`config.mk`:
```
export PLATFORM = sky130hd
export DESIGN_NAME = delay_scheduler
export DESIGN_NICKNAME = d
export VERILOG_FILES = /design/src/rtl/delay_scheduler.sv
export SDC_FILE = /design/constraint.sdc
export NUM_CORES = 1
export LEC_CHECK = 0
export ABC_AREA = 0
export BUFFER_PORTS_ARGS = -buffer_cell sky130_fd_sc_hd__buf_4
export CAP_MARGIN = 0
export CORE_AREA = 2 2 91 93
export DETAILED_ROUTE_END_ITERATION = 6
export DIE_AREA = 0 0 93 95
export PLACE_DENSITY_LB_ADDON = 0.3
export SLEW_MARGIN = 10
export SYNTH_ARGS = -nofsm -noshare
export SYNTH_HDL_FRONTEND = slang
export SYNTH_SLANG_ARGS = --single-unit
```
`constraint.sdc`:
```
create_clock -name clk -period 3 [get_ports clk]
set_clock_uncertainty 0.15 [all_clocks]
set_input_delay 0.45 -clock clk [delete_from_list [all_inputs] [get_ports clk]]
set_output_delay 0.45 -clock clk [all_outputs]
set_load 0.005 [all_outputs]
```
`src/rtl/delay_scheduler.sv`:
```
// Round-robin delay scheduler: grants one requester at a time, counts its delay
// in prescaled ticks and pulses done on expiry; abort and reset cancel silently.
module delay_scheduler #(
  parameter int NUM_REQ     = 4,
  parameter int TICK_PERIOD = 100000,
  parameter int CNT_W       = 16
) (
  input  logic                       clk,
  input  logic                       reset,
  input  logic [NUM_REQ-1:0]         req,
  input  logic [NUM_REQ*CNT_W-1:0]   delay_in,
  input  logic                       abort,
  output logic [NUM_REQ-1:0]         grant,
  output logic [NUM_REQ-1:0]         done,
  output logic                       busy,
  output logic [$clog2(NUM_REQ)-1:0] active_id
);

  localparam int IDW = $clog2(NUM_REQ);
  localparam int PW  = $clog2(TICK_PERIOD);

  typedef enum logic [1:0] {IDLE, LOAD, COUNT, DONE} state_e;

  state_e             state_q, state_d;
  logic [IDW-1:0]     lastWinner_q, lastWinner_d;
  logic [IDW-1:0]     activeId_q, activeId_d;
  logic [CNT_W-1:0]   remaining_q, remaining_d;
  logic [PW-1:0]      prescaler_q, prescaler_d;
  logic [NUM_REQ-1:0] grant_q, grant_d;
  logic [NUM_REQ-1:0] done_q, done_d;
  logic               busy_q, busy_d;

  logic [IDW-1:0]     pick;
  logic               pickValid;
  int                 cand;
  logic [IDW-1:0]     candIdx;
  logic [CNT_W-1:0]   loadDelay;
  logic [NUM_REQ-1:0] ownerHot;

  // Search downward so the requester closest after the last winner is kept.
  always_comb begin
    pick      = '0;
    pickValid = 1'b0;
    cand      = 0;
    candIdx   = '0;
    for (int off = NUM_REQ; off >= 1; off--) begin
      cand = int'(lastWinner_q) + off;
      if (cand >= NUM_REQ) cand = cand - NUM_REQ;
      candIdx = IDW'(cand);
      if (req[candIdx]) begin
        pick      = candIdx;
        pickValid = 1'b1;
      end
    end
  end

  always_comb begin
    loadDelay = '0;
    for (int i = 0; i < NUM_REQ; i++) begin
      if (activeId_q == IDW'(i)) loadDelay = delay_in[i*CNT_W +: CNT_W];
    end
  end

  always_ff @(posedge clk) begin
    if (reset) begin
      state_q      <= IDLE;
      lastWinner_q <= IDW'(NUM_REQ - 1);
      activeId_q   <= '0;
      remaining_q  <= '0;
      prescaler_q  <= '0;
      grant_q      <= '0;
      done_q       <= '0;
      busy_q       <= 1'b0;
    end else begin
      state_q      <= state_d;
      lastWinner_q <= lastWinner_d;
      activeId_q   <= activeId_d;
      remaining_q  <= remaining_d;
      prescaler_q  <= prescaler_d;
      grant_q      <= grant_d;
      done_q       <= done_d;
      busy_q       <= busy_d;
    end
  end

  // The delay is captured while in LOAD, so later delay_in changes are ignored.
  always_comb begin
    state_d      = state_q;
    lastWinner_d = lastWinner_q;
    activeId_d   = activeId_q;
    remaining_d  = remaining_q;
    prescaler_d  = prescaler_q;
    case (state_q)
      IDLE: begin
        if (pickValid) begin
          state_d      = LOAD;
          lastWinner_d = pick;
          activeId_d   = pick;
        end
      end
      LOAD: begin
        if (abort) begin
          state_d = IDLE;
        end else begin
          remaining_d = loadDelay;
          prescaler_d = PW'(TICK_PERIOD - 1);
          state_d     = (loadDelay == '0) ? DONE : COUNT;
        end
      end
      COUNT: begin
        if (abort) begin
          state_d = IDLE;
        end else if (prescaler_q == '0) begin
          prescaler_d = PW'(TICK_PERIOD - 1);
          remaining_d = remaining_q - 1'b1;
          if (remaining_q == CNT_W'(1)) state_d = DONE;
        end else begin
          prescaler_d = prescaler_q - 1'b1;
        end
      end
      DONE: begin
        state_d = IDLE;
      end
      default: begin
        state_d = IDLE;
      end
    endcase
  end

  assign ownerHot = {{(NUM_REQ-1){1'b0}}, 1'b1} << activeId_d;

  // Outputs are decoded from the next state so their flops line up with it.
  always_comb begin
    grant_d = '0;
    done_d  = '0;
    busy_d  = (state_d != IDLE);
    if (state_d == LOAD) grant_d = ownerHot;
    if (state_d == DONE) done_d  = ownerHot;
  end

  assign grant     = grant_q;
  assign done      = done_q;
  assign busy      = busy_q;
  assign active_id = activeId_q;

endmodule

```
==> metrics.cfg <==
[floorplanning]
die_width_um = 93
die-area_um2 = 8840
initial_utilization_pct = 38.8
floorplan.die.height_um = 95
rows = 33
io_pins = 82
floorplan.core_area_um2 = 7930

[route]
antenna_violating_nets_post_route = 0
drt_wl_total_um = 8680
via_per_inst = 5.92
drt_pre_antenna_iters = 4
drc = 0
detail_route.iter0.violations = 237
avgRoutedWirePerCell_um = 16.3
via_count = 3147

[clock_network]
clock-root-buffer = sky130_fd_sc_hd__clkbuf_8
clock_tree_from_tritoncts = built
cts_num_sinks = 48
holdBufCountCts = 0
tritoncts.num_buffers = 5
clock_slew_at_the_register_clock_pins_of_the_worst_setup_and_hold_paths_ns = 0.10
post-cts-setup-buffer-count = 0
clk-insertion-delay-late_ns = 0.30
htree_levels = 2
cts_repair_resize_count = 0
cts.path.max_buffers = 2

[worst_setup_path]
timing.setup.critical_path_class = reg -> reg
worstSetupEndpointType = flip-flop
startpoint_type = flip-flop
crit_slowest_cell = sky130_fd_sc_hd__mux4_1
critical_path_buf_inv_count = 1
cp_data_required_time_ns = 3.08
critical_path.top_delay_family = simple AND/OR/NAND/NOR gates
critical-path-max-stage-delay_ns = 0.58
crit_path_max_fanout = 17
critical_path_arrival_ns = 2.81
cp_cell_sequence = buf_12 -> mux4_1 -> nor4_1 -> nand4_1 -> or4_1 -> a211oi_1

[yosys]
syn_avg_cell_area_um2 = 8.77
synth-main-ff-cell = sky130_fd_sc_hd__dfxtp_1
synth_commonest_cells = sky130_fd_sc_hd__dfxtp_1, sky130_fd_sc_hd__nor2_1, sky130_fd_sc_hd__nand2_1
async_reset_ff_share_pct = 0
synth_top_cell_by_area = sky130_fd_sc_hd__dfxtp_1
ys_top_cells_by_area = sky130_fd_sc_hd__dfxtp_1, sky130_fd_sc_hd__mux4_1, sky130_fd_sc_hd__a211oi_1
total_of_warnings_raised_by_yosys = 0
synth.yosys.seq_area_share_pct = 31.2
yosysMostFrequentCell = sky130_fd_sc_hd__dfxtp_1
netlist_instances = 351
post_synth_instance_area_um2 = 3080
syn-num-nets = 426
synth-seq-cells = 48
synth.lib_cells_used.distinct = 54
synth_edf_count = 0
synth.top_cell.area_share_pct = 31.2

[run]
maxCapViolCount = 0

[placement]
place.port_buffers = 81
dpl.hpwl_um = 6240
routabilityCongestion = 0.834
pre_cts_slack_ns = 0.278
post-place-cells = 524

[timing]
fin_ws_ns = 0.261
report.final.setup_viol = 0
pins_over_their_slew_limit = 0
sum_of_negative_setup_slack_ns = 0
final.min_clock_period_ns = 2.74
final_clock_period_utilization_by_the_worst_path_pct = 91.3
peak_clock_frequency_supported_by_timing_mhz = 365
grt_setup_unrepaired = false
timing_worst_slew_pin_value_ns = 0.783
final_hold_violating_endpoints = 0
worst_slew_margin_rel_pct = 47.7

[outcome]
status = finished clean

[pwr]
power_per_cell_area_nw_per_um2 = 460
ir_drop_worst_case_vdd_v = 0.000224
power_leakage_nw = 1.53

[global_route]
maximum_number_of_pins_on_one_net_before_global_route_repair = 43
first_pass_grt_wire_length_um = 14400
vias_in_the_first_global_route = 3095
grt_util_all_layers_pct = 20.2
global_route_overflow = 0
grt_antenna_before_repair = 0

[finish]
num_antenna_cells = 0
final_layout_size_suffix_gt1_share_pct = 26.7
num-nets-final = 501
final_core_util_pct = 49.5
instances_no_fill = 532
layout_fillers = 780
syn_to_final_growth_pct = 27.5

[worst_hold_path]
hold_class = reg -> reg

tightest hold or removal path: cells and delay by family, from the launching register on:
| family | cells | cell delay (ns) |
|---|---|---|
| flops | 1 | 0.33 |
| buf+inv | 1 | 0.05 |
| compound gates | 1 | 0.05 |
cell families (layout without fill, tap and decap cells):
group,count (synthesis),after routing,share of synthesized area (%)
AO/OA/AOI/OAI,127,127,28.0
AND/OR/NAND/NOR,117,117,20.2
flip-flops,48,48,31.2
buffers and inverters,39,115,5.65
multiplexers,16,16,13.3
adder cells (fa/ha/maj),4,4,1.63
power breakdown:
part           internal, mW  switching, mW  total [mW]
Clock                 0.247          0.233       0.480
Combinational         0.283          0.314       0.597
Sequential            0.684         0.0454       0.730
Total                  1.21          0.592        1.81
sequential cells by signal, summed over array words and instances, names as in the netlist:
name,flops
prescaler_q,17
remaining_q,16
done,4
grant,4
active_id,2
lastWinner_q,2
state_q,2
busy,1
metal layers:
metal / vias up / wire (um) / global-route usage, %
met5: - / 0 / 0
met4: 0 / 101 / 5.64
met3: 7 / 468 / 2.79
met2: 105 / 4330 / 37.1
met1: 1495 / 3780 / 24.7
li1: 1540 / - / -
area by class of cell:
class,instances,area [um^2],area share (%)
Clock buffer,5,68.8,1.75
Clock inverter,3,42.5,1.08
Inverter,11,41.3,1.05
Multi-Input combinational cell,264,1950,49.6
Sequential cell,48,961,24.5
Tap cell,105,131,3.35
Timing Repair Buffer,96,733,18.7
placed cells by master (no fill, tap or decap), types with 3 or more instances in the layout:
| cell | count |
|---|---|
| sky130_fd_sc_hd__a211oi_1 | 15 |
| sky130_fd_sc_hd__a21oi_1 | 21 |
| sky130_fd_sc_hd__a31oi_1 | 17 |
| sky130_fd_sc_hd__buf_4 | 95 |
| sky130_fd_sc_hd__clkbuf_8 | 5 |
| sky130_fd_sc_hd__dfxtp_1 | 48 |
| sky130_fd_sc_hd__ha_1 | 4 |
| sky130_fd_sc_hd__inv_1 | 11 |
| sky130_fd_sc_hd__mux4_1 | 13 |
| sky130_fd_sc_hd__mux4_2 | 3 |
| sky130_fd_sc_hd__nand2_1 | 24 |
| sky130_fd_sc_hd__nand2b_1 | 4 |
| sky130_fd_sc_hd__nand3_1 | 13 |
| sky130_fd_sc_hd__nand4_1 | 8 |
| sky130_fd_sc_hd__nor2_1 | 26 |
| sky130_fd_sc_hd__nor2b_1 | 4 |
| sky130_fd_sc_hd__nor3_1 | 10 |
| sky130_fd_sc_hd__nor4_1 | 12 |
| sky130_fd_sc_hd__o211ai_1 | 4 |
| sky130_fd_sc_hd__o21a_1 | 12 |
| sky130_fd_sc_hd__o21ai_0 | 20 |
| sky130_fd_sc_hd__o22ai_1 | 4 |
| sky130_fd_sc_hd__o311ai_0 | 3 |
| sky130_fd_sc_hd__o31ai_1 | 6 |
| sky130_fd_sc_hd__o32ai_1 | 3 |
| sky130_fd_sc_hd__or3_1 | 3 |
| sky130_fd_sc_hd__or4_1 | 3 |
final timing paths:
kind / cells past startpoint / startpoint / to / slack, ns
min: 2 / prescaler_q[7]$_SDFFE_PP0P_ / prescaler_q[7]$_SDFFE_PP0P_ / 0.32
min reg2reg: 2 / prescaler_q[7]$_SDFFE_PP0P_ / prescaler_q[7]$_SDFFE_PP0P_ / 0.32
max: 6 / active_id[0]$_SDFF_PP0_ / done[0]$_SDFF_PP0_ / 0.26
max reg2reg: 6 / active_id[0]$_SDFF_PP0_ / done[0]$_SDFF_PP0_ / 0.26
metrics by stage:
stage / power (mW) / hold slack [ns] / area [um^2]
after floorplan: 1.13 / 0.284 / 3080
after global placement: 1.33 / 0.298 / 3810
after detailed placement: 1.34 / 0.312 / 3810
after CTS: 1.81 / 0.323 / 3930
after global routing: 1.91 / 0.352 / 3930
final: 1.81 / 0.319 / 3930
Power figures use the tool's default switching activity.
